### src/rtl/uart_pkg.sv
// Shared types and constants for the UART receive path.
package uart_pkg;

  typedef enum logic [2:0] {
    StIdle,
    StStart,
    StData,
    StParity,
    StStop
  } rx_state_e;

  localparam logic PAR_EVEN = 1'b0;
  localparam logic PAR_ODD  = 1'b1;

  function automatic logic majority3(input logic a, input logic b, input logic c);
    return (a & b) | (a & c) | (b & c);
  endfunction

endpackage

### src/rtl/uart_rx_sampler.sv
// Per-bit tick counter and 3-sample majority vote around the bit centre.
module uart_rx_sampler
  import uart_pkg::*;
#(
  parameter int unsigned OVERSAMPLE = 8
) (
  input  logic clk,
  input  logic rst_n,
  input  logic run,
  input  logic rx,
  output logic sample_valid,
  output logic sample_bit
);

  localparam int unsigned H  = OVERSAMPLE / 2;
  localparam int unsigned TW = $clog2(OVERSAMPLE);
  localparam logic [TW-1:0] TickMax = TW'(OVERSAMPLE - 1);
  localparam logic [TW-1:0] TickLo  = TW'(H - 1);
  localparam logic [TW-1:0] TickMid = TW'(H);
  localparam logic [TW-1:0] TickHi  = TW'(H + 1);

  logic [TW-1:0] tick_q;
  logic          s0_q, s1_q;
  logic          valid_q, bit_q;

  always_ff @(posedge clk or negedge rst_n) begin
    if (!rst_n) begin
      tick_q  <= '0;
      s0_q    <= 1'b1;
      s1_q    <= 1'b1;
      valid_q <= 1'b0;
      bit_q   <= 1'b1;
    end else begin
      if (!run || tick_q == TickMax) begin
        tick_q <= '0;
      end else begin
        tick_q <= tick_q + 1'b1;
      end
      if (run && tick_q == TickLo)  s0_q <= rx;
      if (run && tick_q == TickMid) s1_q <= rx;
      // Third sample is taken live; the registered vote appears at tick H+2.
      valid_q <= run && (tick_q == TickHi);
      if (run && tick_q == TickHi) bit_q <= majority3(s0_q, s1_q, rx);
    end
  end

  assign sample_valid = valid_q;
  assign sample_bit   = bit_q;

endmodule

### src/rtl/uart_rx.sv
// UART receiver: synchronizer, frame FSM, shift register, parity check and output pulses.
module uart_rx
  import uart_pkg::*;
#(
  parameter int unsigned data_width = 8,
  parameter int unsigned OVERSAMPLE = 8
) (
  input  logic                  CLK,
  input  logic                  RST,
  input  logic                  RX_IN,
  input  logic                  PAR_EN,
  input  logic                  PAR_Type,
  output logic [data_width-1:0] P_DATA,
  output logic                  Data_Valid,
  output logic                  PAR_ERR,
  output logic                  STP_ERR,
  output logic                  BUSY
);

  localparam int unsigned CW = $clog2(data_width + 1);
  localparam logic [CW-1:0] LastBit = CW'(data_width - 1);

  rx_state_e             state_q, state_d;
  logic                  rx_m_q, rx_s_q, rx_prev_q;
  logic [CW-1:0]         bit_cnt_q, bit_cnt_d;
  logic [data_width-1:0] shift_q, shift_d;
  logic [data_width-1:0] p_data_q, p_data_d;
  logic                  par_en_q, par_en_d, par_type_q, par_type_d;
  logic                  par_err_q, par_err_d;
  logic                  dv_q, dv_d, perr_q, perr_d, serr_q, serr_d;
  logic                  sample_valid, sample_bit;

  uart_rx_sampler #(
    .OVERSAMPLE(OVERSAMPLE)
  ) u_sampler (
    .clk          (CLK),
    .rst_n        (RST),
    .run          (state_q != StIdle),
    .rx           (rx_s_q),
    .sample_valid (sample_valid),
    .sample_bit   (sample_bit)
  );

  always_comb begin
    state_d    = state_q;
    bit_cnt_d  = bit_cnt_q;
    shift_d    = shift_q;
    p_data_d   = p_data_q;
    par_en_d   = par_en_q;
    par_type_d = par_type_q;
    par_err_d  = par_err_q;
    dv_d       = 1'b0;
    perr_d     = 1'b0;
    serr_d     = 1'b0;
    unique case (state_q)
      StIdle: begin
        if (rx_prev_q && !rx_s_q) begin
          state_d    = StStart;
          bit_cnt_d  = '0;
          par_en_d   = PAR_EN;
          par_type_d = PAR_Type;
          par_err_d  = 1'b0;
        end
      end
      StStart: begin
        if (sample_valid) state_d = sample_bit ? StIdle : StData;
      end
      StData: begin
        if (sample_valid) begin
          shift_d = data_width'({sample_bit, shift_q} >> 1);
          if (bit_cnt_q == LastBit) begin
            bit_cnt_d = '0;
            state_d   = par_en_q ? StParity : StStop;
          end else begin
            bit_cnt_d = bit_cnt_q + 1'b1;
          end
        end
      end
      StParity: begin
        if (sample_valid) begin
          par_err_d = sample_bit != ((^shift_q) ^ (par_type_q == PAR_ODD));
          state_d   = StStop;
        end
      end
      StStop: begin
        // Leave at the vote, not the bit end, so a back-to-back start edge is seen.
        if (sample_valid) begin
          state_d = StIdle;
          serr_d  = !sample_bit;
          perr_d  = par_err_q;
          if (sample_bit && !par_err_q) begin
            dv_d     = 1'b1;
            p_data_d = shift_q;
          end
        end
      end
      default: state_d = StIdle;
    endcase
  end

  always_ff @(posedge CLK or negedge RST) begin
    if (!RST) begin
      rx_m_q     <= 1'b1;
      rx_s_q     <= 1'b1;
      rx_prev_q  <= 1'b1;
      state_q    <= StIdle;
      bit_cnt_q  <= '0;
      shift_q    <= '0;
      p_data_q   <= '0;
      par_en_q   <= 1'b0;
      par_type_q <= PAR_EVEN;
      par_err_q  <= 1'b0;
      dv_q       <= 1'b0;
      perr_q     <= 1'b0;
      serr_q     <= 1'b0;
    end else begin
      rx_m_q     <= RX_IN;
      rx_s_q     <= rx_m_q;
      rx_prev_q  <= rx_s_q;
      state_q    <= state_d;
      bit_cnt_q  <= bit_cnt_d;
      shift_q    <= shift_d;
      p_data_q   <= p_data_d;
      par_en_q   <= par_en_d;
      par_type_q <= par_type_d;
      par_err_q  <= par_err_d;
      dv_q       <= dv_d;
      perr_q     <= perr_d;
      serr_q     <= serr_d;
    end
  end

  assign P_DATA     = p_data_q;
  assign Data_Valid = dv_q;
  assign PAR_ERR    = perr_q;
  assign STP_ERR    = serr_q;
  assign BUSY       = state_q != StIdle;

endmodule

### config.mk
export PLATFORM = sky130hd
export DESIGN_NAME = uart_rx
export DESIGN_NICKNAME = d
export VERILOG_FILES = /design/src/rtl/uart_pkg.sv /design/src/rtl/uart_rx_sampler.sv /design/src/rtl/uart_rx.sv
export SDC_FILE = /design/constraint.sdc
export NUM_CORES = 1
export LEC_CHECK = 0
export CAP_MARGIN = 20
export CORE_AREA = 2 2 63 65
export DETAILED_ROUTE_END_ITERATION = 7
export DIE_AREA = 0 0 65 67
export DONT_BUFFER_PORTS = 1
export HOLD_SLACK_MARGIN = 0.06
export PLACE_DENSITY_LB_ADDON = 0.12
export SLEW_MARGIN = 30
export SYNTH_ARGS = -nofsm -noshare
export SYNTH_HDL_FRONTEND = slang
export SYNTH_SLANG_ARGS = --single-unit
### constraint.sdc
create_clock -name CLK -period 5.3 [get_ports CLK]
set_input_delay 1.59 -clock CLK [delete_from_list [all_inputs] [get_ports CLK]]
set_output_delay 1.59 -clock CLK [all_outputs]
set_load 0.01 [all_outputs]
Word-level counts from Yosys, hierarchy flattened --
Index checks and enable logic that the tools add are counted.
Operators by class: mux-type cells 24, bitwise logic cells 6, equal/unequal tests 16, reductions and logical operators 21, add/subtract/negate cells 2
Operator list (count):
- two-way mux 3 bit | 8
- case mux 3 bit (5 select lines) | 1
- equality test 3 bit, second input constant | 4
- two-way mux 4 bit | 3
- equality test 3 x 2 -> 1 bit, second input constant | 3
- two-way mux 1 bit | 9
- AND reduction 3 bit | 3
- != test 2 x 1 -> 1 bit, second input constant | 4
- case mux 4 bit (2 select lines) | 1
- parity 8 bit | 1
- AND reduction 6 bit | 1
- logical AND 1 bit | 5
- adder 4 x 1 -> 4 bit, second input constant | 1
- equality test 4 x 3 -> 1 bit, second input constant | 1
- logical NOT 1 bit | 4
- != test 2 bit, second input constant | 2
- AND reduction 2 bit | 2
- nonzero test 2 bit | 2
- adder 3 x 1 -> 3 bit, second input constant | 1
- AND 1 bit | 3
- equality test 3 x 1 -> 1 bit, second input constant | 1
- logical NOT 3 bit | 1
- nonzero test 3 bit | 1
- two-way mux 2 bit | 1
- other kinds (5) | 6
Word-level totals: logic and storage cells 87, output and inout port bits 12, register bits 39

Depth between registers and ports, before layout --
Gate-level depths: netlist (run 1).
word-level depth 5, gate-level depth with buffers 5, gate-level depth less buffers 4

Hierarchy --
Synthesis (run 1) repeated with hierarchy kept, for this count alone.
Unflattened totals: cells, all modules 140, area, all modules 1794.2 sq um
Modules (own cells, without submodules):
- uart_rx | area an instance 1456.4 sq um, cells an instance 113, instances 1
- uart_rx_sampler | area an instance 337.8 sq um, cells an instance 27, instances 1

Worst setup path after synthesis (run 1) --
Ideal clock, no wire load.
path kind flip-flop to output port, start reg state_q[2], end out BUSY, path buffers 1, arrival 1.054 ns, setup slack 2.656 ns, stages on the path, launching flop included 4, cells stage by stage dfrtp_1 -> clkbuf_1 -> nor3_1 -> inv_2
Between the ends: word-level cells in the longest chain between the ends 1
Ends and longest elaborated chain:
- from (decl) | RTL line uart_rx.sv:23 | rx_state_e state_q, state_d;
- from (signal assigned) | RTL line uart_rx.sv:106 | state_q <= StIdle;
- from (signal assigned) | RTL line uart_rx.sv:120 | state_q <= state_d;
- nonzero test 3 bit | RTL line uart_rx.sv:137 | assign BUSY = state_q != StIdle;
- to (decl) | RTL line uart_rx.sv:17 | output logic BUSY
No other way between the ends.

Worst setup path in the final report (run 1) --
Ends and elaborated chain as after synthesis.

==> metrics list, run 1 <==
- The routed design could run at a clock period as short as 3.03 ns.
- In this run the number of H-tree levels came out at 2.
* Reg2Reg Launch Point: state_q[0]
* Most common cell in the synthesized netlist: sky130_fd_sc_hd__dfrtp_1
* Global-route track usage on met3: 0.0507
- Each instance of the synthesized netlist takes up on average 12.6 µm².
* Initial core utilization: 0.487
- Final worst path period share: 0.573
* Setup Skew: 0.00796 ns
- In the synthesized netlist, the cells that appear most often are 33 x sky130_fd_sc_hd__dfrtp_1, 20 x sky130_fd_sc_hd__mux2_2, 7 x sky130_fd_sc_hd__inv_1, 7 x sky130_fd_sc_hd__nand2_1.
- The finished layout holds roughly 190 standard cells, fillers aside.
* Number of detailed-route iterations in the first pass: 4
* Cell Count Post-Placement: 184
- Worst-path clk slew: 0.07 ns
- After synthesis, the share of flip-flops with an asynchronous set or reset is 1.00.
- The number of different library cells used by synthesis comes to 39.
* # clock sinks: 39
* Peak Freq: 0.330 GHz
- Of the cells placed in the final design, the portion with a size suffix greater than 1 is 0.257.
- The finished cells cover 1900 µm².
* Half-perimeter wire length after detailed placement: 1950 µm
- The worst setup path is launched from a register.
- For this run, the number of Yosys warnings is 0.
* DR vias: between 1000 and 1500
- Std-Cell Core Area: 3610 µm²
* Result of the run: finished, final reports clean
- Worst setup startpoint: state_q[2]
- In this run the cell area measured after placement is 1800 µm².
- Global routing finished with a remaining overflow of 0.
- Data arrival at the endpoint of the critical path: 1.44 ns
- Prevailing post-synth register cell: sky130_fd_sc_hd__dfrtp_1
* Via count of the first global-routing pass: 1014
* Final count of pins violating max slew: 0
* Number of cell rows: 22
* Buffer count from post-CTS setup fixing: 0
- Register-to-register setup slack: 3.41 ns
* Worst slew margin relative to its limit: 0.561
- Number of antenna violations at the first check in global routing: 0
- Total nets after synthesis: 150
- Routed wire length per instance: 14.5 µm
* Worst Path Required: roughly 3.7 ns
- All-Layer GR Usage: 0.153
- Worst r2r path cells: 4
- Main area contributors after synthesis: sky130_fd_sc_hd__dfrtp_1 47%, sky130_fd_sc_hd__mux2_2 13%, sky130_fd_sc_hd__dfstp_2 9.0%, sky130_fd_sc_hd__ha_1 4.3%, sky130_fd_sc_hd__xnor2_1 3.0%
- In this run the worst path has a maximum fanout of 9.
- Relative area change from synthesis to final layout: 8.05%
- For met1 alone, demand over resource in global routing was 0.183.
- TritonCTS built the clock tree.
- Number of setup violations in the final report: 0
- Cell taking the most area after synthesis: sky130_fd_sc_hd__dfrtp_1
- CTS Hold Bufs: 0
- Die outline area: ~4400 µm²
- Number of nets with antenna violations after detailed routing: 0
- The cell sitting at the root of the clock tree is a sky130_fd_sc_hd__clkbuf_8.
- WHS: 0.357 ns
- Diode count: 0
* 1st-iter DRT viols: 34
- Number of top-level design ports: 17
* Setup crit end: BUSY
* Reg-to-reg critical path endpoint: state_q[2]
* CP Class: register to output pin
* Cell area after synthesis: 1760 µm²
- Critical path capture point type: output pin
* Global-route wire length before repair: 4840 µm
- Across the run, the number of max-cap violations was 0.
- Setup repair after global routing left no endpoint under its margin.
- Chip Height: 67 µm
- After detailed routing, the number of vias per cell comes to between 5 and 6.
- The floorplan step set the die width to 65 µm.
- The longest clock path from root to sink contains 2 buffers.
* Final-stage net count: 154
* Kind of path behind the tightest hold check: register to register
* Total Negative Setup Slacks: 0 ns
- Clock tree synthesis inserted a total of 5 buffers.
- Sequential element share of the synthesized area: 0.560
- Most crowded layer after global routing: met2
- At the pin with the least slew margin, the transition time is 0.655 ns.
* Largest net degree at the start of global routing: 40
- The final hold violation count is 0.
- For this run, global-route usage on met2 was measured as 0.242.
* Post-Route WL: 2780 µm
- After synthesis the netlist holds a flip-flop and latch count of 39.
- For this design the static power due to leakage is 0.891 nW.
- Cts repair resizes: 0
- Number of enable-type register cells in the synthesized netlist: 0
* Global placer's final weighted congestion: between 0.8 and 0.9
* Post-Synthesis Cells: 139
- The share of synthesized area in the top cell type comes to 0.470.
- Port Buffer Count: 0
- Number of design rule violations left after detail routing: 0
* PD cells: around 430 nW/µm²
- Clk_lat worst skew: 0.29 ns
* Worst vdd ir: 0.234 mV
[sequential cells by signal (all words and copies together), names as in the netlist]
register	cells
PAR_ERR	1
par_type_q	1
bit_cnt_q	4
u_sampler.s0_q	1
u_sampler.s1_q	1
par_en_q	1
STP_ERR	1
P_DATA	8
u_sampler.tick_q	3
rx_m_q	1
rx_s_q	1
par_err_q	1
Data_Valid	1
shift_q	8
u_sampler.sample_valid	1
rx_prev_q	1
state_q	3
u_sampler.sample_bit	1
[layer usage]
| metal | up-vias | wire, µm |
|---|---|---|
| li1 | 494 | - |
| met1 | 501 | 1300 |
| met2 | 19 | 1300 |
| met3 | 7 | 119 |
| met4 | 0 | 65 |
| met5 | - | 0 |
[worst max-delay path: stages (launching register included)]
cell and delay [ns]:
sky130_fd_sc_hd__dfrtp_1 0.47, sky130_fd_sc_hd__nor3_1 0.55, sky130_fd_sc_hd__inv_2 0.14
[stage by stage]
step | total power [mW] | setup WS [ns] | util
floorplan | 0.563 | 2.66 | -
global placement | 0.588 | 2.62 | 0.498
detailed placement | 0.599 | 2.58 | 0.498
CTS | 0.821 | 2.26 | 0.526
global route | 0.866 | 2.12 | 0.526
finish | 0.809 | 2.27 | 0.526
[cells by family (layout without fill, tap and decap cells)]
family,after synthesis,in the layout,synth area share
DFF,39,39,0.560
and+or+nand+nor,37,37,0.120
muxes,21,21,0.135
AOI/OAI and AO/OA,16,16,0.0606
buffers and inverters,11,16,0.0278
xor gates and xnor gates,8,8,0.0478
adders and majority gates,7,7,0.0485
[placed cells by master, fill, tap and decap left out, types with 5 or more instances in the layout]
cell                       netlist  final
sky130_fd_sc_hd__clkbuf_8        0      7
sky130_fd_sc_hd__dfrtp_1        33     33
sky130_fd_sc_hd__dfstp_2         6      6
sky130_fd_sc_hd__ha_1            6      6
sky130_fd_sc_hd__inv_1           7      7
sky130_fd_sc_hd__mux2_2         20     20
sky130_fd_sc_hd__nand2_1         7      7
sky130_fd_sc_hd__nand3_1         5      5
sky130_fd_sc_hd__nor3_1          6      6
sky130_fd_sc_hd__o21ai_0         5      5
sky130_fd_sc_hd__xnor2_1         6      6
[area by class of cell]
type,count,area (µm²)
fill,307,1710
sequential,39,983
multi-input combinational,89,723
clock buffer,8,100
tap,48,60.1
inverter,8,30.0
[how the worst min path moves through the flow]
stage,startpoint,cells past startpoint,to,slack (ns)
final,rx_m_q,0,rx_s_q,0.36
after global routing,rx_m_q,0,rx_s_q,0.36
after global placement,rx_m_q,0,rx_s_q,0.35
after detailed placement,rx_m_q,0,rx_s_q,0.35
after floorplan,rx_m_q,0,rx_s_q,0.35
after CTS,rx_m_q,0,rx_s_q,0.36
[where the power goes]
part	switching, mW	leakage, nW	internal (mW)	total [mW]
sequential	0.0553	0.513	0.352	0.407
clock	0.0992	0.0515	0.119	0.218
combinational	0.0939	0.326	0.0901	0.184
total	0.248	0.891	0.561	0.809
Note: power is estimated with default switching activity, not from simulation.
==> run 2: changes to the inputs <==
Clock period 5.3 ns to 2.6 ns, I/O delays scaled along.
==> run 2 against run 1 <==
Compared with the run above: critical path depth increased by 1; combinational power increased by 110%; clock skew about the same; core utilization about the same; critical endpoint unchanged; largest power group unchanged.
==> metrics list, run 2 (synthesized netlist as in run 1, its figures left out) <==
- Number of design rule violations left after detail routing: 0 (unchanged)
- The reg2reg setup slack is 0.73 ns (-2.68 ns).
- The clock skew is 0.00782 ns (-0.000139 ns).
- Global placer's final weighted congestion: 0.809 (-0.21%)
* Routed wire length per instance: 14.2 µm (-1.9%)
* Worst-path clk slew: 0.07 ns (about the same)
- Proportion of layout cells with a drive suffix above 1: 0.262 (+0.00512)
- The number of buffer and inverter instances along the worst setup path is 2 (+1).
* Clock H-tree levels: 2 (unchanged)
* CP max-delay cell: sky130_fd_sc_hd__dfrtp_1
* Final count of pins violating max slew: 0 (unchanged)
- Transition time at the pin with the least slew margin: 0.643 ns (-0.0122 ns)
- Die extent in x: 65 µm (unchanged)
- 1st-iter DRT viols: 42 (+24%)
- The power density over the cells is 864 nW/µm² (+100%).
* Total Negative Setup Slacks: 0 ns (unchanged)
- Largest delay contributor family on the critical path: flip-flops
* Total met2 wirelength after detailed routing: 1330 µm (+2.3%)
* Most common cell after layout, fill and taps aside: sky130_fd_sc_hd__dfrtp_1
- The count of standard-cell rows is 22 (unchanged).
* Total global routing overflow: 0 (unchanged)
- Worst vdd ir: 0.462 mV (+98%)
* Final worst path period share: 0.780
* Die outline area: 4360 µm² (unchanged)
- Max_cap viols: 0 (unchanged)
* Via density per instance: 5.33 (+0.16%)
- Number of top-level design ports: 17 (unchanged)
- WHS: 0.171 ns (-0.186 ns)
- Initial core utilization: 0.487 (unchanged)
* Clock buffers created by TritonCTS: 5 (unchanged)
- Final-stage net count: 155 (+0.65%)
- In this run the top signal layer used is met4.
- Startpoint Class: register
* CTS Hold Bufs: 0 (unchanged)
- Data arrival at the endpoint of the critical path: 1.25 ns (-0.19 ns)
- The number of sinks driven by the clock tree came to 39 (unchanged).
- Kind of path behind the tightest hold check: primary input to async pin
* Count of fill cells added during filler insertion: 334 (+8.8%)
- The total wire length after detailed routing was 2740 µm (-1.4%).
- The total of cells resized after clock tree synthesis is 0 (unchanged).
- Half-perimeter wire length after detailed placement: 1960 µm (+0.46%)
- The worst register-to-register path ends at bit_cnt_q[2].
- Crit. path cell count: 3 (+1)
- The total via count in the routed design was 1028 (+0.69%).
- The floorplan core area is 3610 µm² (unchanged).
- The final hold violation count was 0 (unchanged).
* Reg2Reg Launch Point: rx_prev_q
* Power Total: 1.64 mW (+100%)
- Result of the run: finished, final reports clean
- Met3 Wirelength: 153 µm (+29%)
- The synthesis-to-layout area growth is 7.98% (about the same).
- The reported leakage power is 0.892 nW (+0.18%).
* All-Layer GR Usage: 0.149 (-0.00435)
* Final standard cell utilization of the core: 0.526 (about the same)
- Diode count: 0 (unchanged)
- The routed design could run at a clock period as short as 2.03 ns.
- The buffers inserted during post-CTS setup optimization came to 0 (unchanged).
* CP Class: register to output pin
* Clock tree from TritonCTS: done
- The height of the die was 67 µm (unchanged).
- In the layout the commonest cells are 33 x sky130_fd_sc_hd__dfrtp_1, 20 x sky130_fd_sc_hd__mux2_2, 7 x sky130_fd_sc_hd__inv_1, 7 x sky130_fd_sc_hd__nand2_1.
* Via count of the first global-routing pass: 1006 (-0.79%)
- The number of nets with antenna violations after routing was 0 (unchanged).
- The pin count of the biggest net entering global routing was 40 (unchanged).
* Worst Path Required: 1.82 ns (-1.89 ns)
- The buffer depth of the longest clock path came to 2 (unchanged).
- The relative slew slack is 0.569 (+0.00816).
* Number of setup violations in the final report: 0 (unchanged)
- The total routed wire length on the met1 layer is 1200 µm (-7.5%).
- Number of detailed-route iterations in the first pass: 6 (+2)
- Global-route wire length before repair: 4690 µm (-3.3%)
* Critical path capture point type: output pin
- Clock root cell: sky130_fd_sc_hd__clkbuf_8
* RSZ-0062 raised after global routing: false
- Worst r2r path cells: 4 (unchanged)
- The number of buffer cells added on primary ports is 0 (unchanged).
* Peak Freq: roughly 0.49 GHz
* Biggest cell delay along the critical path: 0.48 ns (-0.07 ns)
- CP Max Fanout: 9 (unchanged)
* Critical-path cell list: nor3_1 > buf_4 > inv_2
- The clock latency of the later-clocked register in the worst-skew pair was 0.29 ns (about the same).
- Number of antenna violations at the first check in global routing: 0 (unchanged)
[run 2: cell count changes in the layout (fill, tap and decap cells not counted)]
cell                       before  now
sky130_fd_sc_hd__clkbuf_8       7    6
sky130_fd_sc_hd__clkinv_2       0    1
sky130_fd_sc_hd__buf_4          0    1
[run 2: worst max path at each step]
stage	from	endpoint
floorplan	state_q[2]	BUSY
global placement	rx_prev_q	bit_cnt_q[2]
detailed placement	rx_prev_q	bit_cnt_q[2]
CTS	state_q[2]	BUSY
global route	state_q[2]	BUSY
finish	state_q[2]	BUSY
[run 2: layout make-up]
type                            instances  area, µm²  area share
Clock buffer                            7       86.3      0.0455
Multi-Input combinational cell         89        723       0.382
Tap cell                               48       60.1      0.0317
Inverter                                8       30.0      0.0158
Clock inverter                          1       5.00     0.00264
Sequential cell                        39        983       0.519
Timing Repair Buffer                    1       7.51     0.00396
[run 2: worst reg2reg max path: cells and delay by family, from the launching register on]
family	cells	cell delay, ns
simple gates	3	0.92
flops	1	0.53
compound gates	1	0.36
[run 2: metal layers]
metal | global-route usage | vias to the layer above
met2 | 0.249 | 19
met4 | 0.0718 | 0
met1 | 0.161 | 505
met5 | 0 | -
li1 | - | 498
met3 | 0.0659 | 6
[run 2: where the power goes]
group	internal [mW]	switching, mW	leakage, nW	total [mW]
Combinational	0.197	0.190	0.331	0.387
Sequential	0.718	0.112	0.513	0.831
Clock	0.214	0.205	0.0482	0.419
[run 2: per-stage QoR]
step	instance area (µm²)	setup slack (ns)	instances
2_1_floorplan	1760	0.766	139
4_1_cts	1900	0.585	193
3_5_place_dp	1800	0.746	185
5_1_grt	1900	0.499	193
3_3_place_gp	1800	0.761	185
6_report	1900	0.572	193
